==> config.mk <==
export PLATFORM = sky130hd
export DESIGN_NAME = imem_loader
export DESIGN_NICKNAME = d
export VERILOG_FILES = /design/src/rtl/imem_loader.sv
export SDC_FILE = /design/constraint.sdc
export NUM_CORES = 2
export LEC_CHECK = 0
export ABC_AREA = 1
export ABC_CLOCK_PERIOD_IN_PS = 3090
export BUFFER_PORTS_ARGS = -buffer_cell sky130_fd_sc_hd__clkbuf_2
export CAP_MARGIN = 10
export CORE_MARGIN = 2
export CORE_UTILIZATION = 58
export DETAILED_ROUTE_END_ITERATION = 7
export PLACE_DENSITY = 0.8
export SLEW_MARGIN = 20
export SYNTH_ARGS = -nofsm -noshare
export SYNTH_HDL_FRONTEND = slang
export SYNTH_SLANG_ARGS = --single-unit
export TNS_END_PERCENT = 20
==> constraint.sdc <==
create_clock -name clk -period 3.09 [get_ports clk]
set_clock_uncertainty 0.1 [all_clocks]
set_input_delay 0.618 -clock clk [delete_from_list [all_inputs] [get_ports clk]]
set_output_delay 0.618 -clock clk [all_outputs]
set_load 0.03 [all_outputs]
==> src/rtl/imem_loader.sv <==
// Loads a 32-bit instruction stream into a byte store big-endian, one byte per cycle, and has a registered 4-byte fetch read port.
// Latency: an accepted word is fully written 4 cycles after acceptance; rd_data is valid 1 cycle after rd_addr.
// Backpressure: in_ready drops for the 4 write cycles and stays low once the load is done or the store is full.
module imem_loader #(
    parameter int DEPTH = 64
) (
    input  logic        clk,
    input  logic        rst,
    input  logic        in_valid,
    input  logic [31:0] in_data,
    input  logic        in_last,
    output logic        in_ready,
    input  logic [5:0]  rd_addr,
    output logic [31:0] rd_data,
    output logic        busy,
    output logic        done,
    output logic        full,
    output logic [4:0]  word_count
);

    typedef enum logic [2:0] {IDLE, WR0, WR1, WR2, WR3, DONE} state_t;

    localparam logic [6:0] DEPTH_L = 7'(DEPTH);

    state_t      state;
    logic [7:0]  mem [0:63];
    logic [31:0] hold_dat;
    logic        hold_last;
    logic [6:0]  wr_ptr;
    logic [6:0]  ptr_next;
    logic        at_end;
    logic [5:0]  rd_a1, rd_a2, rd_a3;

    assign ptr_next = wr_ptr + 7'd4;
    assign at_end   = (ptr_next == DEPTH_L);

    // Read addresses wrap naturally through the 6-bit adders.
    assign rd_a1 = rd_addr + 6'd1;
    assign rd_a2 = rd_addr + 6'd2;
    assign rd_a3 = rd_addr + 6'd3;

    always_ff @(posedge clk) begin
        if (rst) begin
            state      <= IDLE;
            hold_dat   <= '0;
            hold_last  <= 1'b0;
            wr_ptr     <= '0;
            word_count <= '0;
            in_ready   <= 1'b1;
            busy       <= 1'b0;
            done       <= 1'b0;
            full       <= 1'b0;
            rd_data    <= '0;
            for (int i = 0; i < 64; i++) begin
                mem[i] <= '0;
            end
        end else begin
            // Sampled before this edge's byte write lands, so a collision returns the old byte.
            rd_data <= {mem[rd_addr], mem[rd_a1], mem[rd_a2], mem[rd_a3]};

            case (state)
                IDLE: begin
                    if (in_valid) begin
                        hold_dat  <= in_data;
                        hold_last <= in_last;
                        in_ready  <= 1'b0;
                        busy      <= 1'b1;
                        state     <= WR0;
                    end
                end
                WR0: begin
                    mem[wr_ptr[5:0]] <= hold_dat[31:24];
                    state            <= WR1;
                end
                WR1: begin
                    mem[wr_ptr[5:0] + 6'd1] <= hold_dat[23:16];
                    state                   <= WR2;
                end
                WR2: begin
                    mem[wr_ptr[5:0] + 6'd2] <= hold_dat[15:8];
                    state                   <= WR3;
                end
                WR3: begin
                    mem[wr_ptr[5:0] + 6'd3] <= hold_dat[7:0];
                    wr_ptr                  <= ptr_next;
                    word_count              <= word_count + 5'd1;
                    busy                    <= 1'b0;
                    if (hold_last || at_end) begin
                        done  <= 1'b1;
                        full  <= at_end;
                        state <= DONE;
                    end else begin
                        in_ready <= 1'b1;
                        state    <= IDLE;
                    end
                end
                DONE: begin
                    state <= DONE;
                end
                default: begin
                    state <= IDLE;
                end
            endcase
        end
    end

endmodule

Yosys cells after proc, flatten, opt, wreduce, memory -nomap -nowiden:

Memory sizes are Yosys's and may differ from the RTL's. A register that Yosys moved wholly into a read port is not among the register bits.
Index checks and enable logic that the tools add are counted.

* memories kept: 1
* register bits after elaboration: 52
* input port bits: 42
* bits in writable memories: 512
* ROM bits: 0
* bits in latches: 0

Memory list
* mem: words 64, width 8, read ports 4, clocked after memory_dff 4, write ports 64, line 26 `logic [7:0] mem [0:63];`

* bitwise gates (word level): 0
* add/sub/neg operators: 8
* $mul: 0
* magnitude comparators: 0
* divide/modulo/power cells: 0
* eq/ne operators: 8
* shift-type cells: 0
* mux-type cells: 34
* reduce and logical (&&, ||, !) cells: 11

Operator list (number)
* $mux W8: 4
* $reduce_or A8 Y1: 4
* $add A6 B2 Y6 const B: 4
* $mux W6: 4
* $mux W1: 21
* $pmux W3 S6: 1
* $add A6 B1 Y6 const B: 2
* $add A7 B3 Y7 const B: 1
* $eq A7 B7 Y1 const B: 1
* $eq A3 B2 Y1 const B: 2
* $eq A3 B3 Y1 const B: 2
* $mux W3: 2
* $reduce_and A2 Y1: 3
* $add A5 B1 Y5 const B: 1
* $ne A2 B2 Y1 const B: 2
* $pmux W1 S2: 2
* $eq A3 B1 Y1 const B: 1
* $logic_not A3 Y1: 1
* $reduce_and A3 Y1: 1
* $reduce_bool A2 Y1: 1
* $logic_or A1 B1 Y1: 1

Depth between registers and ports, before layout:

* word-level depth: 9
* gate-level depth with buffers: 17

Worst setup path before layout:

No wires, ideal clock.

* path type: input-to-reg
* from: input port rd_addr[1]
* to: register rd_data[19] (read register of mem)
* setup time: 0.113 ns
* stages: 16
* required time: 2.877 ns
* slack: -0.115 ns
* data arrival time: 2.992 ns
* cell sequence: clkbuf_1 -> clkinv_1 -> clkbuf_1 -> buf_1 -> ha_1 -> clkbuf_1 -> inv_1 -> clkbuf_1 -> clkbuf_1 -> nand3_1 -> nand3_1 -> nand3_1 -> nand3_1 -> nand2_1 -> nor2_1 -> nor2_1

* longest elaborated chain between the ends: 1

RTL lines
* start: declaration: line 13 `input logic [5:0] rd_addr,`
* $add A6 B1 Y6: line 38 `assign rd_a1 = rd_addr + 6'd1;`
* end: declaration: line 14 `output logic [31:0] rd_data,`

Every way passes these cells.
A chain may end at the register's enable or synchronous reset.

==> reports/summary.txt <==
outcome: finished, violations left
failing checks: DRC
Adder-Cell Fraction of Synth Area: 0.203%
DRT antenna net count: 0
Finished Core Util: 66.1%
CP endpoint kind: register
max incr delay on CP: 0.40 ns
first-pass GRT wire length: 226000 um
dominant synthesized flop cell: edfxtp_1
number of global-route vias before repair: 36700
Post-Syn Nets: 5172
post-route design area: 0.0417 mm2
WP data arrival: 2.82 ns
synthesized area: 0.0369 mm2
final non-filler cell total: 6013
Buf+Inv Stages, Crit Path: 4
CP max-delay cell: dfxtp_1
routed length on met1: 51900 um
cts hold-fix bufs: 0
Setup Viol. Count Final: 0
cell family with most CP delay: simple AND/OR/NAND/NOR gates
critical path class: register to register
row count: 92
Worst VDD drop: 670 uV
crit path cell chain: inv_2 > nand2_2 > nor2_4 > nand2_4 > buf_4 > nand2_1 > nor3_4 > buf_12 > nand2_1 > nand2_1 > buf_4
Power Total: 0.0230 W
Worst-Margin Slew: 0.832 ns
cell count after synthesis: 5124
drt wl/cell: 25.5 um
hold slack: 0.129 ns
GR Overflow Total: 0
register area: 0.0170 mm2
vias per std cell: 6.70
fin nets: 5170
met3 WL post-DR: 24600 um
worst hold path type: primary input to register
Final min period: 2.61 ns
Final Hold Vio Count: 0
mux share of post-synthesis cell area: 0%
# DRC: 6
Post-Synth XOR/XNOR Area: 0.261%
CTS tree: done
number of synthesized flops with an enable pin: 512
top layer in use: met4
Pleak: 16.9 nW
gpl congestion: 1.07
ant diodes: 0
initial antenna violation count: 0
Port Buffer Count: 82
pins over their slew limit: 0
Post-synth ARST share: 0%
Synth Area in Compound Gates: 2.07%
yosys warns: 0
DIE AREA: 0.0657 mm2
post-DP HPWL: 102000 um
effective utilization at floorplan: 58.6%
placed cell area: 0.0396 mm2
Area growth, synth to finish: 12.8%
total CTS buffers: 66
crit path max fanout: 9
clk slew on worst S/H paths: 0.06 ns
crit start category: register
Seq cells post-synth: 594
RSZ-0062 raised after global routing: no
Yosys cell types: 31
Simple-Gate Fraction of Synth Area: 46.7%
placed cell count: 5900
Root Buffer: clkbuf_16
Vias: 40300
synthesized area per cell: 7.21 um2
clock tree buffer depth: 3
share of cells above drive strength 1: 9.81%
Data required, critical path: 3.30 ns
first drt pass iteration count: 8
largest net degree at the start of global routing: 149
max-cap violations: 0
Setup Buffers After CTS: 0
Fmax: 383 MHz
core footprint: 0.0631 mm2
worst skew pair latency: 0.62 ns
Slew Limit Headroom: 44.6%
sequential element share of the synthesized area: 46.1%
final period utilization: 84.5%
Power Dens Cells: 552 mW/mm2
DIE HEIGHT: 256 um
Sink Count: 594
Die W: 256 um
Post-CTS Resized: 0
footprint of the multi-input gates: 0.0183 mm2
total detailed-routing wirelength: 153000 um
CTS HTree Levels: 3
DRT iter0 DRCs: 7711
IO Pins: 83
combinational family with the most area after synthesis: simple AND/OR/NAND/NOR gates
cell with the most instances on the worst path: nand2_1
met2 wire length: 62800 um
filler cell count in the final layout: 5423
GRT Util Overall: 45.6%
[layout make-up]
| class | count | area share (%) |
|---|---|---|
| clock buffers | 85 | 4.19 |
| well taps | 846 | 2.54 |
| multi-input cells | 4074 | 44.0 |
| inverters | 66 | 0.655 |
| clock inverters | 28 | 0.856 |
| flip-flops and latches | 594 | 40.8 |
| repair buffers | 320 | 6.91 |
[cell usage in the layout (no fill, tap or decap), drive strengths merged, types with 8 or more instances in the layout]
cell type,synthesis,layout
nand3,1806,1806
nand2,1373,1373
nor2,727,727
edfxtp,512,512
buf,82,240
clkbuf,308,165
dfxtp,82,82
o21ai,71,71
inv,63,69
o211ai,27,27
a21oi,26,26
clkinv,3,15
xor2,11,11
and3,10,10
bufinv,0,8
[cell usage after synthesis, drive strengths merged, types with 2 or more instances]
cell type | n | area [um2]
a21oi | 26 | 130
a31oi | 5 | 31.3
and3 | 10 | 62.6
buf | 82 | 335
clkbuf | 308 | 1160
clkinv | 3 | 11.3
dfxtp | 82 | 1640
edfxtp | 512 | 15400
ha | 6 | 75.1
inv | 63 | 236
nand2 | 1373 | 5300
nand3 | 1806 | 9040
nand4 | 2 | 12.5
nor2 | 727 | 2750
nor3 | 6 | 75.1
o211ai | 27 | 203
o21ai | 71 | 378
xor2 | 11 | 96.3
[cell families after synthesis]
group,count (synthesis)
and+or+nand+nor,3926
AOI/OAI and AO/OA,131
adders and majority gates,6
xor gates and xnor gates,11
buffers and inverters,456
DFF,594
[worst paths after layout]
path | from | endpoint | slack [ns] | cells after the start
worst max register to register | state[1]$_SDFFE_PP0P_ | mem[54][7]$_SDFFCE_PN0P_ | 0.48 | 11
worst max-delay path | state[1]$_SDFFE_PP0P_ | mem[54][7]$_SDFFCE_PN0P_ | 0.48 | 11
worst min-delay path | in_data[9] | hold_dat[9]$_SDFFE_PP0P_ | 0.13 | 3
worst min register to register | done$_SDFFE_PP0P_ | done$_SDFFE_PP0P_ | 0.36 | 2
[worst reg2reg max path, delay by kind of cell, from the launching register on]
kind	cells	cell delay, ns
simple gates	7	1.16
flops	1	0.40
buf+inv	4	0.64
[per-layer routing]
| layer | track usage (%) | vias to the layer above |
|---|---|---|
| met1 | 58.7 | 18100 |
| met5 | 0 | - |
| met4 | 33.0 | 0 |
| met3 | 13.5 | 860 |
| li1 | - | 17600 |
| met2 | 65.6 | 3658 |
[where the power goes]
part / leakage, nW / total (W) / internal, W / switching (W)
logic: 9.93 / 0.00554 / 0.00153 / 0.00402
clock network: 1.02 / 0.00801 / 0.00466 / 0.00335
registers: 5.97 / 0.00944 / 0.00908 / 0.000365
[metrics by stage]
| stage | TNS, ns | setup slack, ns |
|---|---|---|
| detailed placement | 0 | 0.184 |
| CTS | 0 | 0.549 |
| global route | 0 | 0.388 |
| floorplan | -0.150 | -0.0297 |
| global placement | 0 | 0.202 |
| finish | 0 | 0.478 |
[registers in the layout, summed over array words and instances (netlist names), 3 cells and up]
name and flops:
hold_dat 32, rd_data 32, wr_ptr 5, state 3
mem 512, word_count 5
Note: power is estimated with default switching activity, not from simulation.
